===== src/rtl/cpu_pkg.sv =====
// cpu_pkg: fetch-stage FSM encoding and PC increment shared across the CPU front end.
package cpu_pkg;
   typedef enum logic [1:0] {START, REQ, WAIT, HOLD} fetch_state_t;
   localparam int unsigned PC_STEP = 4;
endpackage


===== src/rtl/fetch_buffer.sv =====
// fetch_buffer: single-entry instruction register for decode, plus one side slot
// that parks a response arriving while the main entry is still occupied.
module fetch_buffer #(
   parameter int unsigned WIDTH = 32
) (
   input  logic             clock,
   input  logic             nreset,
   input  logic             flush,
   input  logic             load,
   input  logic             park,
   input  logic             drain,
   input  logic             consume,
   input  logic [WIDTH-1:0] data,
   input  logic [WIDTH-1:0] pc,
   output logic             valid,
   output logic [WIDTH-1:0] inst,
   output logic [WIDTH-1:0] inst_pc
);
   logic [WIDTH-1:0] side_inst, side_pc;
   // A flush only drops validity; stale side data is never drained because the FSM leaves HOLD.
   always_ff @(posedge clock or negedge nreset)
      if (!nreset) begin
         valid     <= 1'b0;
         inst      <= '0;
         inst_pc   <= '0;
         side_inst <= '0;
         side_pc   <= '0;
      end else if (flush) begin
         valid <= 1'b0;
      end else if (load) begin
         valid   <= 1'b1;
         inst    <= data;
         inst_pc <= pc;
      end else if (drain) begin
         valid   <= 1'b1;
         inst    <= side_inst;
         inst_pc <= side_pc;
      end else begin
         if (park) begin
            side_inst <= data;
            side_pc   <= pc;
         end
         if (consume) valid <= 1'b0;
      end
endmodule


===== src/rtl/fetch_unit.sv =====
// fetch_unit: one-outstanding-request instruction fetch with redirect and decode buffer.
// FETCH_MISALIGN_EN adds a sticky fetch_fault that parks fetch on a misaligned redirect.
module fetch_unit
   import cpu_pkg::*;
#(
   parameter int unsigned      WIDTH    = 32,
   parameter logic [WIDTH-1:0] RESET_PC = '0
) (
   input  logic             clock,
   input  logic             nreset,
   output logic             imem_req,
   output logic [WIDTH-1:0] imem_addr,
   input  logic             imem_ready,
   input  logic             imem_rvalid,
   input  logic [WIDTH-1:0] imem_rdata,
   output logic             inst_valid,
   output logic [WIDTH-1:0] inst,
   output logic [WIDTH-1:0] inst_pc,
   input  logic             inst_ready,
   input  logic             redirect,
   input  logic [WIDTH-1:0] redirect_pc
`ifdef FETCH_MISALIGN_EN
   ,
   output logic             fetch_fault
`endif
);
   fetch_state_t     state, state_nxt;
   logic [WIDTH-1:0] pc, pc_nxt, req_pc, target;
   logic             kill, kill_nxt, fault, misalign, redir;
   logic             accept, consume, load, park, drain;
`ifdef FETCH_MISALIGN_EN
   assign redir       = redirect && state != START && !fault;
   assign misalign    = redir && |redirect_pc[1:0];
   assign target      = redirect_pc;
   assign fetch_fault = fault;
   always_ff @(posedge clock or negedge nreset)
      if (!nreset) fault <= 1'b0;
      else if (misalign) fault <= 1'b1;
`else
   assign redir    = redirect && state != START;
   assign misalign = 1'b0;
   assign fault    = 1'b0;
   assign target   = redirect_pc & ~WIDTH'(3);
`endif
   assign imem_req  = state == REQ && !redirect && !fault;
   assign imem_addr = pc;
   assign accept    = imem_req && imem_ready;
   assign consume   = inst_valid && inst_ready;
   always_comb begin
      state_nxt = state;
      pc_nxt    = pc;
      kill_nxt  = kill;
      load      = 1'b0;
      park      = 1'b0;
      drain     = 1'b0;
      case (state)
         START: state_nxt = REQ;
         REQ:
            if (accept) begin
               state_nxt = WAIT;
               pc_nxt    = pc + WIDTH'(PC_STEP);
            end
         WAIT:
            if (imem_rvalid) begin
               kill_nxt  = 1'b0;
               state_nxt = REQ;
               load      = !kill && (!inst_valid || inst_ready);
               park      = !kill && inst_valid && !inst_ready;
               if (park) state_nxt = HOLD;
            end
         HOLD:
            if (!inst_valid || inst_ready) begin
               drain     = 1'b1;
               state_nxt = REQ;
            end
      endcase
      // Redirect overrides everything; an in-flight response with no rvalid yet must be killed.
      if (redir) begin
         pc_nxt    = target;
         kill_nxt  = state == WAIT && !imem_rvalid && !misalign;
         state_nxt = kill_nxt ? WAIT : REQ;
      end
   end
   always_ff @(posedge clock or negedge nreset)
      if (!nreset) begin
         state  <= START;
         pc     <= RESET_PC;
         req_pc <= '0;
         kill   <= 1'b0;
      end else begin
         state <= state_nxt;
         pc    <= pc_nxt;
         kill  <= kill_nxt;
         if (accept) req_pc <= pc;
      end
   fetch_buffer #(.WIDTH(WIDTH)) u_buf (
      .clock   (clock),
      .nreset  (nreset),
      .flush   (redir),
      .load    (load),
      .park    (park),
      .drain   (drain),
      .consume (consume),
      .data    (imem_rdata),
      .pc      (req_pc),
      .valid   (inst_valid),
      .inst    (inst),
      .inst_pc (inst_pc)
   );
endmodule


===== config.mk =====
export PLATFORM = sky130hd
export DESIGN_NAME = fetch_unit
export DESIGN_NICKNAME = d
export VERILOG_FILES = /design/src/rtl/cpu_pkg.sv /design/src/rtl/fetch_buffer.sv /design/src/rtl/fetch_unit.sv
export SDC_FILE = /design/constraint.sdc
export NUM_CORES = 1
export LEC_CHECK = 0
export BUFFER_PORTS_ARGS = -buffer_cell sky130_fd_sc_hd__buf_4
export CORE_ASPECT_RATIO = 1.5
export CORE_MARGIN = 2
export CORE_UTILIZATION = 50
export CTS_BUF_LIST = sky130_fd_sc_hd__clkbuf_4 sky130_fd_sc_hd__clkbuf_8 sky130_fd_sc_hd__clkbuf_16
export CTS_CLUSTER_SIZE = 12
export DETAILED_ROUTE_END_ITERATION = 7
export HOLD_SLACK_MARGIN = 0.06
export PLACE_DENSITY = 0.76
export SLEW_MARGIN = 10
export SYNTH_ARGS = -nofsm -noshare
export SYNTH_HDL_FRONTEND = slang
export SYNTH_SLANG_ARGS = --single-unit

===== constraint.sdc =====
create_clock -name clock -period 1.9 [get_ports clock]
set_input_delay 0.38 -clock clock [delete_from_list [all_inputs] [get_ports clock]]
set_output_delay 0.38 -clock clock [all_outputs]
set_load 0.03 [all_outputs]

==> results of run 1 <==
## worst register-to-register path, delay by kind of cell, from the launching register on
kind | cells | cell delay, ns
AO/OA/AOI/OAI | 2 | 0.43
flip-flops | 1 | 0.40
buffers and inverters | 2 | 0.30
adder cells (fa/ha/maj) | 1 | 0.15
AND/OR/NAND/NOR | 3 | 0.50
## how the worst max path moves through the flow
| stage | from | end | slack (ns) | cells after the start |
|---|---|---|---|---|
| final | state[1]$_DFFE_PN0P_ | imem_addr[30]$_DFFE_PN0P_ | 0.006 | 8 |
| after global routing | state[1]$_DFFE_PN0P_ | imem_addr[30]$_DFFE_PN0P_ | -0.11 | 8 |
| after CTS | state[1]$_DFFE_PN0P_ | u_buf.side_pc[20]$_DFFE_PN0P_ | 0.01 | 6 |
| after detailed placement | state[1]$_DFFE_PN0P_ | u_buf.inst[8]$_DFFE_PN0P_ | -0.08 | 7 |
| after global placement | state[1]$_DFFE_PN0P_ | u_buf.inst[17]$_DFFE_PN0P_ | -0.06 | 7 |
| after floorplan | state[1]$_DFFE_PN0P_ | imem_addr[24]$_DFFE_PN0P_ | -0.02 | 7 |
## state kept, by name (all words and copies together) (netlist names)
signal           cells
u_buf.inst          32
u_buf.side_inst     32
imem_addr           30
req_pc              30
u_buf.inst_pc       30
u_buf.side_pc       30
state                2
kill                 1
u_buf.valid          1
## per-stage QoR
step	instances	setup WS [ns]	power [mW]	area (um^2)
global route	1172	-0.109	19.0	11300
finish	1172	0.00574	17.9	11300
detailed placement	1128	-0.0784	13.8	10400
CTS	1161	0.0116	17.5	11000
floorplan	745	-0.0249	10.8	8520
global placement	1128	-0.0644	13.6	10400
## what timing repair did
item / in CTS / in global routing
hold buffers: 1 / 0
setup buffers: 0 / 7
pin swaps: 1 / 3
gates resized for setup: 6 / 57
hold endpoints to repair: 38 / 0
cloned: 0 / 4
setup endpoints to repair: 62 / 149
## power by group
group	leakage [nW]	switching (mW)	internal, mW	total, mW
registers	2.46	0.996	5.47	6.46
clock network	0.296	1.70	1.89	3.60
logic	2.48	4.43	3.41	7.84
## logic make-up (layout without fill, tap and decap cells)
logic type | Yosys count | count (layout) | share of synthesized area
AO/OA/AOI/OAI | 155 | 156 | 0.105
adder cells (fa/ha/maj) | 5 | 5 | 0.00736
buffers and inverters | 60 | 276 | 0.0339
flip-flops | 188 | 188 | 0.554
multiplexers | 154 | 154 | 0.195
other | 1 | 4 | 0.000441
AND/OR/NAND/NOR | 179 | 179 | 0.105
## layer usage
| metal | routed length (um) | track usage |
|---|---|---|
| met1 | 8640 | 0.282 |
| met3 | 866 | 0.0334 |
| met5 | 0 | 0 |
| met2 | 10800 | 0.381 |
| met4 | 433 | 0.0778 |
## cell type report
| type | instances | area (um^2) |
|---|---|---|
| clock buffers | 17 | 425 |
| well taps | 210 | 263 |
| fillers | 1279 | 5350 |
| multi-input cells | 498 | 3740 |
| repair buffers | 239 | 2000 |
| inverters | 5 | 18.8 |
| flip-flops and latches | 188 | 4710 |
| clock inverters | 15 | 174 |
## Yosys cell counts, types with 10 or more instances
| cell | number |
|---|---|
| nand2_1 | 85 |
| nor2_1 | 22 |
| nand4_1 | 12 |
| o21ai_0 | 83 |
| buf_2 | 23 |
| clkbuf_1 | 17 |
| mux2i_1 | 63 |
| nand3_1 | 19 |
| and3_1 | 10 |
| mux2_2 | 87 |
| a21oi_1 | 33 |
| dfrtp_1 | 188 |
==> results.toml, run 1 <==
[status]
status = "complete, no violations"

[routing]
wirelength_um = 20800
num_vias = 6541
wl_per_cell_um = 17.7
vias_per_cell = 5.58
drt_pass1_iterations = 5
ant_nets = 0
drc = 0
dr.first_iter.drc_count = 408

[cts]
clk_pin_slew_ns = 0.08
clockBufferDepth = 2
cts_htree_levels = 4
cts_made_buffers = 17
clk_latency_ns = 0.43
cts_sinks = 188
cts_tree = "built"
root_buffer = "clkbuf_16"

[layout]
drive_gt1_frac = 0.401
final_cell_mix = "buf_4, dfrtp_1, nand2_1, o21ai_0, mux2_2"
area_growth_pct = 33.5
final_core_utilization = 0.679
nNetsFinal = 1024
layout_commonest_cell = "buf_4"
diodes = 0

[worst_setup_path]
critPathTopFamily = "simple AND/OR/NAND/NOR gates"
path_cells = "inv_2 > ha_1 > nor4bb_2 > buf_4 > o22a_4 > nand3_1 > and3_1 > a211o_1"
path_class = "flop to flop"
r2r-start = "state[1]$_DFFE_PN0P_"
reg2reg_depth = 8
endpoint_kind = "flop"
rr_endpoint = "imem_addr[30]$_DFFE_PN0P_"
r2r_slack_ns = 0.006
cp_max_fo = 5
crit_path_start_kind = "flop"
max_stage_delay_ns = 0.40
worstPathBufferInverterCount = 2
slowest_stage = "dfrtp_1"
worstPathArrival_ns = 2.21
worstPathRequired_ns = 2.21

[synth]
ys_top_cells_by_area = "dfrtp_1, mux2_2, mux2i_1"
seq_area_frac_synth = 0.554
synth_area_per_cell_um2 = 11.4
postSynthCellCount = 742
yosys_warnings = 0
synth_area_um2 = 8490
yosys.cell_types.count = 49
yosysTopAreaCellShare = 0.554
ys_ff_latch = 188
synthArstFlopShare = 1.00
synth_area_leader_cell = "dfrtp_1"
synth_edf_count = 0
ys.flop_type = "dfrtp_1"

[hold_path]
hold_class = "primary input to flop"
holdCritStartpoint = "redirect_pc[30]"
hold_depth = 2
worstHoldEndpoint = "imem_addr[30]$_DFFE_PN0P_"

[sta]
skew_ns = 0.0120
setup_tns_ns = 0
hold_viol = 0
period_minus_slack_ns = 1.89
fmax_mhz = 528
finalCritPeriodShare = 0.997
rsz0062_at_grt = "yes"
whs_ns = 0.177
setup_violations = 0
drv_slew = 0

[global_routing]
grt_max_degree = 75
grt.total_usage = 0.220
antenna_found_initial = 0
overflow = 0
grt_pass1_vias = 6272
grt_pass1_wl_um = 31800

[floorplan]
core_um2 = 16700
start_util = 0.509
row_count = 58
boundaryPins = 168
die_h_um = 164
die_w_um = 110
die_area_um2 = 18100

[placed_design]
dp_hpwl_um = 13900
numPortBuffers = 161
gp_congestion = 0.850

[power_and_ir_drop]
powerDensity_nw_per_um2 = 1580
leakage_nw = 5.24
peakVddDrop_mv = 0.832

[run]
cap_violations = 0
Power figures use the tool's default switching activity.
==> run 2: changes to the inputs <==
--- a/config.mk
+++ b/config.mk
@@ -5,7 +5,7 @@
 export SDC_FILE = /design/constraint.sdc
 export NUM_CORES = 1
 export LEC_CHECK = 0
-export BUFFER_PORTS_ARGS = -buffer_cell sky130_fd_sc_hd__buf_4
+export BUFFER_PORTS_ARGS = -buffer_cell sky130_fd_sc_hd__buf_2
 export CORE_ASPECT_RATIO = 1.5
 export CORE_MARGIN = 2
 export CORE_UTILIZATION = 50
==> run 2 against run 1 <==
The run now ends with negative setup slack left. Clock power about the same. Via count up 1.1%. Fmax down 2.3%. Hold slack improved by 0.021 ns. First-iteration DRC count shrank 5.6%. Register-to-register slack worse by 0.05 ns. Setup slack worse by 0.046 ns. Die area unchanged. Core utilization decreased by 1.9 points. Critical endpoint is now u_buf.side_inst[9]$_DFFE_PN0P_. Highest routed layer unchanged.
==> results.toml, run 2 (synthesis results as in run 1) <==
[status]
status = "complete, but fails checks"
violations = "negative setup slack"

[layout]
top_regs = "u_buf.inst: 32 flops, u_buf.side_inst: 32 flops"
area_growth_pct = 29.7
finalInstanceArea_um2 = 11000
final_cell_mix = "dfrtp_1, buf_2, mux2_2, nand2_1, o21ai_0"
layout.cells.non_filler = 1180
drive_gt1_frac = 0.410
final_core_utilization = 0.660
n_fill_cell = 1263
nNetsFinal = 1031
layout_commonest_cell = "dfrtp_1"

[worst_setup_path]
reg2reg_depth = 8
slowest_stage = "dfrtp_1"
worstPathArrival_ns = 2.24
worstPathRequired_ns = 2.20
path_cells = "inv_2 > ha_4 > nand2b_4 > nand2_2 > nor3_4 > buf_6 > clkbuf_16 > mux2_2"
crit_path_start_kind = "flop"
worstPathBufferInverterCount = 3
critPathTopFamily = "buffers and inverters"
r2r-start = "state[0]$_DFFE_PN0P_"
cp_max_fo = 13
endpoint_kind = "flop"
max_stage_delay_ns = 0.43
rr_endpoint = "u_buf.side_inst[9]$_DFFE_PN0P_"
r2r_slack_ns = -0.04
path_class = "flop to flop"

[cts]
root_buffer = "clkbuf_16"
clk_latency_ns = 0.43
cts_htree_levels = 4
cts_sinks = 188
cts_made_buffers = 17
clk_pin_slew_ns = 0.08
cts_tree = "built"
clockBufferDepth = 2

[routing]
vias_per_cell = 5.60
drt_pass1_iterations = 7
wirelength_um = 21000
num_vias = 6610
wl_per_cell_um = 17.8
dr.first_iter.drc_count = 385
drc = 0
ant_nets = 0

[placed_design]
numPortBuffers = 161
place_inst = 1127
gp_congestion = 0.843
dp_hpwl_um = 13700
dp_slack_ns = -0.0808
place_area_um2 = 10000

[hold_path]
holdCritStartpoint = "imem_rdata[22]"
hold_class = "primary input to flop"
hold_depth = 2
worstHoldEndpoint = "u_buf.side_inst[22]$_DFFE_PN0P_"

[power_and_ir_drop]
leakage_nw = 5.21
peakVddDrop_mv = 0.815
totalPowerFinal_mw = 17.4
powerDensity_nw_per_um2 = 1580

[sta]
finalCritPeriodShare = 1.02
period_minus_slack_ns = 1.94
whs_ns = 0.198
setup_violations = 21
skew_ns = 0.0161
drv_slew = 0
setup_ws_ns = -0.0398
rsz0062_at_grt = "yes"
hold_viol = 0
fmax_mhz = 516
setup_tns_ns = -0.489

[floorplan]
boundaryPins = 168
die_w_um = 110
start_util = 0.509
row_count = 58
core_um2 = 16700
die_area_um2 = 18100
die_h_um = 164

[global_routing]
grt_pass1_vias = 6365
grt_max_degree = 58
overflow = 0
grt_pass1_wl_um = 33300
grt.total_usage = 0.229
antenna_found_initial = 1

[run]
cap_violations = 0
## run 2: how the worst max path moves through the flow
| stage | startpoint | endpoint | slack [ns] | cells past startpoint |
|---|---|---|---|---|
| final | state[0]$_DFFE_PN0P_ | u_buf.side_inst[9]$_DFFE_PN0P_ | -0.04 | 8 |
| after detailed placement | state[1]$_DFFE_PN0P_ | imem_addr[19]$_DFFE_PN0P_ | -0.08 | 8 |
| after CTS | state[0]$_DFFE_PN0P_ | u_buf.side_pc[25]$_DFFE_PN0P_ | -0.05 | 8 |
| after global routing | state[0]$_DFFE_PN0P_ | u_buf.side_inst[3]$_DFFE_PN0P_ | -0.1 | 8 |
| after global placement | state[0]$_DFFE_PN0P_ | imem_addr[30]$_DFFE_PN0P_ | -0.03 | 7 |
| after floorplan | state[1]$_DFFE_PN0P_ | imem_addr[24]$_DFFE_PN0P_ | -0.02 | 7 |
## run 2: cell type report
cell class	instances	area, um^2	area share
diodes	1	2.50	0.000227
clock buffers	18	439	0.0399
clock inverters	14	166	0.0151
inverters	5	18.8	0.00170
multi-input cells	497	3650	0.331
flip-flops and latches	188	4710	0.427
well taps	210	263	0.0238
repair buffers	247	1770	0.161
## run 2: power by group
group | switching (mW) | internal, mW
Clock | 1.71 | 1.93
Sequential | 0.932 | 5.47
Combinational | 4.40 | 2.98
Total | 7.04 | 10.4
## run 2: metal layers
metal	part of all wire	GRT usage	vias to the layer above	routed length (um)
met2	0.52	0.393	213	10800
met5	0	0	-	0
li1	-	-	3105	-
met3	0.045	0.0367	26	954
met4	0.017	0.0801	0	360
met1	0.42	0.296	3266	8830
## run 2: timing repair
action,CTS,global route
pin swaps,2,5
setup buffers,8,7
endpoints found under the hold margin,38,0
gates resized for setup,21,18
gates cloned,3,2
endpoints found under the setup margin,86,130
hold buffers,1,0
==> run 3: changes to the inputs <==
--- a/config.mk
+++ b/config.mk
@@ -5,6 +5,7 @@
 export SDC_FILE = /design/constraint.sdc
 export NUM_CORES = 1
 export LEC_CHECK = 0
+export ABC_AREA = 1
 export BUFFER_PORTS_ARGS = -buffer_cell sky130_fd_sc_hd__buf_2
 export CORE_ASPECT_RATIO = 1.5
 export CORE_MARGIN = 2
@@ -14,6 +15,7 @@
 export DETAILED_ROUTE_END_ITERATION = 7
 export HOLD_SLACK_MARGIN = 0.06
 export PLACE_DENSITY = 0.76
+export SETUP_SLACK_MARGIN = 0.1
 export SLEW_MARGIN = 10
 export SYNTH_ARGS = -nofsm -noshare
 export SYNTH_HDL_FRONTEND = slang
==> run 3 against run 2 <==
Critical path depth up 3. Register-to-register slack better by 0.11 ns. Setup slack better by 0.11 ns. Via count up 25%. Clock skew down 0.0074 ns. The run now ends clean. Fmax up 5.8%. Non-clock buffer count down 18. Final cell count up 38%. Global-route usage up 0.39 points. Flip-flop and latch count unchanged. Sequential share of layout area down 2.2 points. Synthesized area up 6.1%.
==> results.toml, run 3 <==
[run]
cap_violations = 0

[cts]
cts_made_buffers = 17
cts_sinks = 188
clockBufferDepth = 2
cts_tree = "built"
clk_latency_ns = 0.42
clk_pin_slew_ns = 0.07
root_buffer = "clkbuf_16"
cts_htree_levels = 4

[global_routing]
grt_pass1_wl_um = 35700
antenna_found_initial = 0
grt_pass1_vias = 7588
overflow = 0
grt_max_degree = 65
grt.total_usage = 0.233

[sta]
rsz0062_at_grt = "yes"
whs_ns = 0.220
finalCritPeriodShare = 0.965
drv_slew = 0
period_minus_slack_ns = 1.83
hold_viol = 0
fmax_mhz = 545
setup_ws_ns = 0.0662
setup_violations = 0
skew_ns = 0.00864

[synth]
yosys_warnings = 0
ys.flop_type = "dfrtp_1"
yosysMostFrequentCell = "nand2_1"
synth_edf_count = 0
yosys.cell_types.count = 31
synth_area_leader_cell = "dfrtp_1"
synth_area_per_cell_um2 = 7.49
yosysTopAreaCellShare = 0.522
synth_area_um2 = 9010
seq_area_frac_synth = 0.522
ys_ff_latch = 188
synthArstFlopShare = 1.00
ys_top_cells_by_area = "dfrtp_1, nand2_1, o21ai_0"
postSynthCellCount = 1204
ys_top_cells_by_count = "nand2_1, dfrtp_1, o21ai_0, inv_1, nor2_1"

[routing]
drc = 0
dr.first_iter.drc_count = 623
num_vias = 8249
wirelength_um = 24600
drt_pass1_iterations = 6
ant_nets = 0
wl_per_cell_um = 15.2
vias_per_cell = 5.07

[worst_setup_path]
slowest_stage = "dfrtp_1"
worstPathArrival_ns = 2.15
reg2reg_depth = 11
cp_max_fo = 15
r2r_slack_ns = 0.07
rr_endpoint = "u_buf.inst_pc[17]$_DFFE_PN0P_"
max_stage_delay_ns = 0.43
critPathTopFamily = "buffers and inverters"
worstPathBufferInverterCount = 4
path_class = "flop to flop"
cpMostUsedCell = "nand2_1"
worstPathRequired_ns = 2.21
r2r-start = "state[0]$_DFFE_PN0P_"
path_cells = "inv_2 > ha_4 > inv_4 > nor3_4 > buf_6 > nand2_8 > clkbuf_16 > nand2_1 > o21ai_0 > nand2_1 > nand2_1"
endpoint_kind = "flop"
crit_path_start_kind = "flop"

[hold_path]
worstHoldEndpoint = "u_buf.side_inst[25]$_DFFE_PN0P_"
hold_class = "primary input to flop"
holdCritStartpoint = "imem_rdata[25]"
hold_depth = 3

[layout]
drive_gt1_frac = 0.222
seq_area_um2 = 4700
final_core_utilization = 0.652
layout_commonest_cell = "nand2_1"
finalInstanceArea_um2 = 11600
multiInputGateArea_um2 = 3760
area_growth_pct = 28.7
diodes = 0
n_fill_cell = 1512
top_regs = "u_buf.inst: 32 flops, u_buf.side_inst: 32 flops"
final_cell_mix = "nand2_1, dfrtp_1, buf_2, o21ai_0, inv_1"
nNetsFinal = 1471

[power_and_ir_drop]
peakVddDrop_mv = 0.786
powerDensity_nw_per_um2 = 1510
leakage_nw = 6.22
totalPowerFinal_mw = 17.5

[floorplan]
die_h_um = 168
die_area_um2 = 19100
boundaryPins = 168
row_count = 60
start_util = 0.507
die_w_um = 114
core_um2 = 17800

[placed_design]
place_area_um2 = 10200
dp_slack_ns = -0.0134
dp_hpwl_um = 14400
gp_congestion = 0.902
numPortBuffers = 161

[status]
status = "complete, no violations"
## run 3: per-stage QoR
stage	setup TNS (ns)	std cells
CTS	0	1602
global placement	0	1560
global route	-0.0631	1626
floorplan	0	1207
detailed placement	-0.0134	1560
finish	0	1626
## run 3: layer usage
layer | global-route usage | vias up | wire, um
met5 | 0 | - | 0
met2 | 0.401 | 269 | 12900
met3 | 0.0292 | 55 | 945
met4 | 0.110 | 0 | 956
met1 | 0.290 | 3805 | 9820
li1 | - | 4120 | -
## run 3: what timing repair did
action	CTS	global route
pin swaps	2	14
hold endpoints to repair	47	0
cloned	4	18
gates resized for setup	18	102
endpoints found under the setup margin	84	145
buffers inserted	5	6
hold buffers	1	0
## run 3: worst min-delay path, delay by kind of cell
kind | cells | cell delay (ns)
compound gates | 1 | 0.07
buf+inv | 2 | 0.15
## run 3: worst max-delay path by stage
| stage | depth (start not counted) | end | slack [ns] | start |
|---|---|---|---|---|
| global route | 10 | u_buf.inst[13]$_DFFE_PN0P_ | -0.03 | state[0]$_DFFE_PN0P_ |
| floorplan | 12 | imem_addr[17]$_DFFE_PN0P_ | 0.10 | state[1]$_DFFE_PN0P_ |
| detailed placement | 10 | u_buf.inst_pc[25]$_DFFE_PN0P_ | -0.01 | state[0]$_DFFE_PN0P_ |
| global placement | 10 | u_buf.inst_pc[19]$_DFFE_PN0P_ | 0.09 | state[0]$_DFFE_PN0P_ |
| finish | 11 | u_buf.inst_pc[17]$_DFFE_PN0P_ | 0.07 | state[0]$_DFFE_PN0P_ |
| CTS | 11 | u_buf.inst_pc[25]$_DFFE_PN0P_ | 0.07 | state[0]$_DFFE_PN0P_ |
## run 3: final cells by class
class | instances | share of cell area
Clock buffer | 22 | 0.0415
Tap cell | 217 | 0.0234
Clock inverter | 10 | 0.00787
Sequential cell | 188 | 0.405
Multi-Input combinational cell | 842 | 0.324
Timing Repair Buffer | 229 | 0.158
Inverter | 118 | 0.0394
## run 3: power by group
group | internal (mW) | switching (mW) | leakage [nW]
clock network | 1.94 | 1.50 | 0.283
logic | 2.56 | 5.03 | 3.48
registers | 5.46 | 1.03 | 2.46
total | 9.96 | 7.57 | 6.22
## run 3: logic make-up (layout without fill, tap and decap cells)
| kind of cell | Yosys count | count (layout) | synth area share |
|---|---|---|---|
| AOI/OAI and AO/OA | 199 | 199 | 0.113 |
| xor gates and xnor gates | 3 | 3 | 0.00292 |
| adders and majority gates | 5 | 5 | 0.00694 |
| buffers and inverters | 178 | 379 | 0.0812 |
| DFF | 188 | 188 | 0.522 |
| other | 1 | 4 | 0.000416 |
| and+or+nand+nor | 630 | 631 | 0.274 |
